$ cat src/rtl/dequantizer.sv
// rtl/dequantizer.sv - 2-stage JPEG-style coefficient dequantizer with a 64-entry table.
// Optional DEQUANTIZER_SAT_EN: saturate the product instead of wrapping it.
`timescale 1ns/1ps
module dequantizer #(
    parameter int COEF_BITWIDTH = 12,
    parameter int QTAB_BITWIDTH = 8,
    parameter int DCT_BITWIDTH  = 16
) (
    input  logic                     clk,
    input  logic                     rst,
    input  logic                     qt_we,
    input  logic [5:0]               qt_addr,
    input  logic [QTAB_BITWIDTH-1:0] qt_data,
    input  logic                     s_valid,
    output logic                     s_ready,
    input  logic [COEF_BITWIDTH-1:0] s_data,
    input  logic                     s_last,
    output logic                     m_valid,
    input  logic                     m_ready,
    output logic [DCT_BITWIDTH-1:0]  m_data,
    output logic [5:0]               m_index,
    output logic                     m_last,
    output logic                     frame_err
);
    localparam int PW = COEF_BITWIDTH + QTAB_BITWIDTH + 1;

    logic [QTAB_BITWIDTH-1:0] qtab [64];
    logic [5:0]               cnt;
    logic                     s1_valid;
    logic signed [PW-1:0]     s1_prod;
    logic [5:0]               s1_index;
    logic                     enable;
    logic                     accept;
    logic signed [PW-1:0]     coef_ext;
    logic signed [PW-1:0]     qent_ext;
    logic signed [PW-1:0]     product;
    logic [DCT_BITWIDTH-1:0]  limited;

    assign enable  = !m_valid || m_ready;
    assign s_ready = enable;
    assign accept  = s_valid && enable;

    // Table entry is zero-extended so 255 stays positive in the signed multiply.
    assign coef_ext = {{(QTAB_BITWIDTH+1){s_data[COEF_BITWIDTH-1]}}, s_data};
    assign qent_ext = {{(COEF_BITWIDTH+1){1'b0}}, qtab[cnt]};
    assign product  = coef_ext * qent_ext;

`ifdef DEQUANTIZER_SAT_EN
    localparam logic signed [PW-1:0] SAT_MAX =
        {{(PW-DCT_BITWIDTH+1){1'b0}}, {(DCT_BITWIDTH-1){1'b1}}};
    localparam logic signed [PW-1:0] SAT_MIN =
        {{(PW-DCT_BITWIDTH+1){1'b1}}, {(DCT_BITWIDTH-1){1'b0}}};

    always_comb begin
        limited = s1_prod[DCT_BITWIDTH-1:0];
        if (s1_prod > SAT_MAX) begin
            limited = SAT_MAX[DCT_BITWIDTH-1:0];
        end else if (s1_prod < SAT_MIN) begin
            limited = SAT_MIN[DCT_BITWIDTH-1:0];
        end
    end
`else
    logic unused_prod_hi;
    assign unused_prod_hi = ^s1_prod[PW-1:DCT_BITWIDTH];

    always_comb begin
        limited = s1_prod[DCT_BITWIDTH-1:0];
    end
`endif

    always_ff @(posedge clk) begin
        if (rst) begin
            for (int i = 0; i < 64; i++) begin
                qtab[i] <= QTAB_BITWIDTH'(1);
            end
            cnt       <= 6'd0;
            s1_valid  <= 1'b0;
            s1_prod   <= '0;
            s1_index  <= 6'd0;
            m_valid   <= 1'b0;
            m_data    <= '0;
            m_index   <= 6'd0;
            m_last    <= 1'b0;
            frame_err <= 1'b0;
        end else begin
            // Lookup above reads the pre-write entry, so a same-cycle write lands on the next beat.
            if (qt_we) begin
                qtab[qt_addr] <= qt_data;
            end
            if (accept) begin
                cnt <= s_last ? 6'd0 : cnt + 6'd1;
                if (s_last != (cnt == 6'd63)) begin
                    frame_err <= 1'b1;
                end
            end
            if (enable) begin
                s1_valid <= s_valid;
                s1_prod  <= product;
                s1_index <= cnt;
                m_valid  <= s1_valid;
                m_data   <= limited;
                m_index  <= s1_index;
                m_last   <= (s1_index == 6'd63);
            end
        end
    end
endmodule

$ cat config.mk
export PLATFORM = sky130hd
export DESIGN_NAME = dequantizer
export DESIGN_NICKNAME = d
export VERILOG_FILES = /design/src/rtl/dequantizer.sv
export SDC_FILE = /design/constraint.sdc
export NUM_CORES = 1
export LEC_CHECK = 0
export CAP_MARGIN = 20
export CORE_ASPECT_RATIO = 1.25
export CORE_MARGIN = 5
export CORE_UTILIZATION = 40
export CTS_CLUSTER_SIZE = 40
export DETAILED_ROUTE_END_ITERATION = 8
export PLACE_DENSITY = 0.65
export SYNTH_ARGS = -nofsm -noshare
export SYNTH_HDL_FRONTEND = slang
export SYNTH_SLANG_ARGS = --single-unit
$ cat constraint.sdc
create_clock -name clk -period 5.8 [get_ports clk]
set_input_delay 0.58 -clock clk [delete_from_list [all_inputs] [get_ports clk]]
set_output_delay 0.58 -clock clk [all_outputs]
set_load 0.01 [all_outputs]
==> metrics.csv <==
metric,value,unit
layout cell share with drive strength beyond 1,21.5,%
detailed placement HPWL,52300,um
maximum vdd ir drop,0.000403,V
nature of the critical path startpoint,flop,
vias in the first global route,18900,
max_cap viols,0,
Post-DRT Antenna Nets,0,
worst path required time,6.37,ns
Final WS setup,-0.327,ns
# setup viols final,8,
uppermost layer routed,met4,
fin util,47.3,%
die area,77500,um2
core footprint,71700,um2
failing checks,negative setup slack,
Hold/Removal Path Class,reg2reg,
Finished Cell Area,33900,um2
Routability Congestion,0.866,
RSZ-0062 raised after global routing,true,
Clock H-tree levels,2,
pre-CTS setup slack,-0.440,ns
placed cell area,31500,um2
initial antenna violation count,1,
TritonCTS Sinks,572,
die height,310,um
crit path time final,6.13,ns
Synth-to-Final Area Change,17.7,%
Via-to-Cell Ratio,5.41,
routed wire length,76600,um
Setup Total Neg Slack,-1.69,ns
first-pass GRT wire length,116000,um
"Net Count, Synth",2279,
largest net degree at the start of global routing,65,
initial core utilization,40.2,%
row count,110,
Rel. slew slack,29.0,%
total power,11700,uW
"Seq/Total Area, Yosys",57.6,%
FMAX,0.163,GHz
metal2 WL,39500,um
CTS Buffer Depth,3,
Die X,250,um
all-layer global routing usage,19.5,%
"Remaining Overflow, GRT",0,
CTS root buf,clkbuf_16,
WL/cell,23.1,um
worst clock skew,0.0344,ns
Least-Margin Pin Slew,1.06,ns
Yosys Warn Count,0,
status,"complete, but fails checks",
mapped cell area,28800,um2
Static Leakage,0.0121,uW
WS Path Type,reg2reg,
1st-iter DRT viols,1778,
Crit Path Max Fanout,6,
metal3 WL,4470,um
Post-Synthesis Cells,2156,
endpoints failing hold,0,
CTS buffer count,54,
Yosys reg bits,572,
Netlist cell types,52,
clk_lat worst skew,0.64,ns
Post-synth EDFFs,512,
I/O pin count,58,
Final Slew Violations,0,
Worst Setup End Kind,flop,
CTS tree,yes,
IO Port Bufs,57,
final net count,2451,
DRC viols,0,
Tcrit/Tclk final,106,%
"Async S/R FF share, synth",0,%
DR vias,18000,
Pre-antenna DRT Iters,5,
syn avg cell area,13.4,um2
top_reg_cell synth,edfxtp_1,
WP data arrival,6.70,ns
wl on met1,29800,um
Cell Pwr Density,346,nW/um2
clk slew on worst S/H paths,0.06,ns
-- area by class of cell --
| cell class | instances | area [um2] |
|---|---|---|
| multi-input cells | 1318 | 11300 |
| repair buffers | 283 | 2620 |
| flip-flops and latches | 572 | 16600 |
| clock buffers | 71 | 1480 |
| clock inverters | 28 | 318 |
| diodes | 1 | 2.50 |
| well taps | 952 | 1190 |
| fillers | 6234 | 37800 |
| inverters | 99 | 372 |
-- report_power, final --
group	switching, uW	internal [uW]	total [uW]
Combinational	1620	1630	3250
Sequential	99.5	4740	4840
Clock	1560	2070	3630
Total	3290	8430	11700
-- kinds of logic (layout without fill, tap and decap cells) --
kind of cell | count (synthesis) | after routing | synth area share (%)
xor gates and xnor gates | 24 | 24 | 0.825
DFF | 572 | 572 | 57.6
adders and majority gates | 91 | 91 | 5.49
buffers and inverters | 267 | 481 | 3.98
other | 0 | 1 | 0
and+or+nand+nor | 874 | 874 | 17.1
AOI/OAI and AO/OA | 170 | 170 | 3.30
muxes | 158 | 159 | 11.7
-- metrics by stage --
stage | hold slack (ns) | cells
2_1_floorplan | 0.432 | 2156
3_3_place_gp | 0.439 | 3192
3_5_place_dp | 0.447 | 3195
4_1_cts | 0.455 | 3307
5_1_grt | 0.472 | 3323
6_report | 0.451 | 3324
-- metal layers --
metal / track usage (%) / vias to the layer above
met5: 0 / -
met4: 8.01 / 0
met3: 2.73 / 154
met2: 34.5 / 627
met1: 24.4 / 9190
li1: - / 8024
-- timing repair --
| action | CTS | global route |
|---|---|---|
| pin swaps | 4 | 24 |
| gates resized for setup | 25 | 26 |
| setup endpoints to repair | 8 | 8 |
| cloned | 4 | 2 |
| buffers inserted | 9 | 11 |
| hold buffers | 0 | 0 |
-- critical path, stage by stage (launching register included) --
cell and delay (ns):
dfxtp_4 0.39, buf_12 0.16, clkbuf_16 0.17, mux4_2 0.50, mux4_2 0.56, mux4_2 0.54
buf_6 0.17, nand2_4 0.07, fa_1 0.44, inv_2 0.07, fa_1 0.42, ha_1 0.30
inv_2 0.04, fa_1 0.51, inv_2 0.05, fa_2 0.36, a21o_1 0.18, a21oi_2 0.17
o21ai_2 0.09, a21oi_2 0.16, o21bai_1 0.10, a21o_1 0.22, xor2_1 0.15, nand2_1 0.07
a21oi_1 0.17
-- worst paths after layout --
| check | from | end | slack (ns) | cells past startpoint |
|---|---|---|---|---|
| setup / recovery | flop | s1_prod[12]$_SDFFE_PP0N_ | -0.33 | 24 |
| hold / removal | m_data[5]$_SDFFE_PP0N_ | m_data[5]$_SDFFE_PP0N_ | 0.45 | 2 |
| setup reg to reg | flop | s1_prod[12]$_SDFFE_PP0N_ | -0.33 | 24 |
| hold reg to reg | m_data[5]$_SDFFE_PP0N_ | m_data[5]$_SDFFE_PP0N_ | 0.45 | 2 |
-- flip-flops by register name (all words and copies together) (netlist names), named ones only --
signal / flops
qtab: 512
m_data: 16
s1_prod: 16
cnt: 6
m_index: 6
s1_index: 6
frame_err: 1
m_last: 1
m_valid: 1
s1_valid: 1
-- placed cells by master (no fill, tap or decap), types with 15 or more instances in the layout --
cell               n
nor2_1            82
edfxtp_1         512
and2_1           490
o21ai_0           65
buf_12            21
or3_1             64
clkdlybuf4s50_1   48
inv_1             87
buf_4            190
nor2b_1           22
nand2_1          129
mux4_2           130
ha_1              25
a21oi_1           50
fa_1              56
dfxtp_1           56
clkbuf_16         56
xnor2_1           15
-- cell usage after synthesis (all sizes together) (2+ instances only) --
| cell | instances | share of area [%] |
|---|---|---|
| and2 | 491 | 11 |
| nand2b | 11 | 0.24 |
| nor3b | 5 | 0.13 |
| xnor3 | 2 | 0.16 |
| inv | 96 | 1.3 |
| xnor2 | 16 | 0.49 |
| a21oi | 60 | 1.0 |
| mux2i | 14 | 0.49 |
| nor4 | 7 | 0.15 |
| a22oi | 14 | 0.36 |
| nand4 | 6 | 0.13 |
| nor4b | 2 | 0.061 |
| fa | 59 | 4.1 |
| nand3b | 6 | 0.16 |
| o21ai | 71 | 1.2 |
| and3 | 2 | 0.043 |
| nor2 | 83 | 1.1 |
| a31oi | 2 | 0.043 |
| dfxtp | 60 | 4.2 |
| or3 | 64 | 1.4 |
| a211oi | 5 | 0.13 |
| o22ai | 4 | 0.087 |
| nor3 | 14 | 0.24 |
| or3b | 6 | 0.18 |
| a21o | 4 | 0.10 |
| mux2 | 4 | 0.16 |
| ha | 32 | 1.4 |
| mux4 | 140 | 11 |
| edfxtp | 512 | 53 |
| a2111oi | 6 | 0.18 |
| nor2b | 24 | 0.52 |
| clkbuf | 123 | 1.6 |
| buf | 45 | 1.1 |
| nand3 | 14 | 0.24 |
| nand2 | 135 | 1.8 |
| or2 | 3 | 0.065 |
| clkinv | 3 | 0.039 |
| xor2 | 6 | 0.18 |
Note: power is estimated with default switching activity, not from simulation.
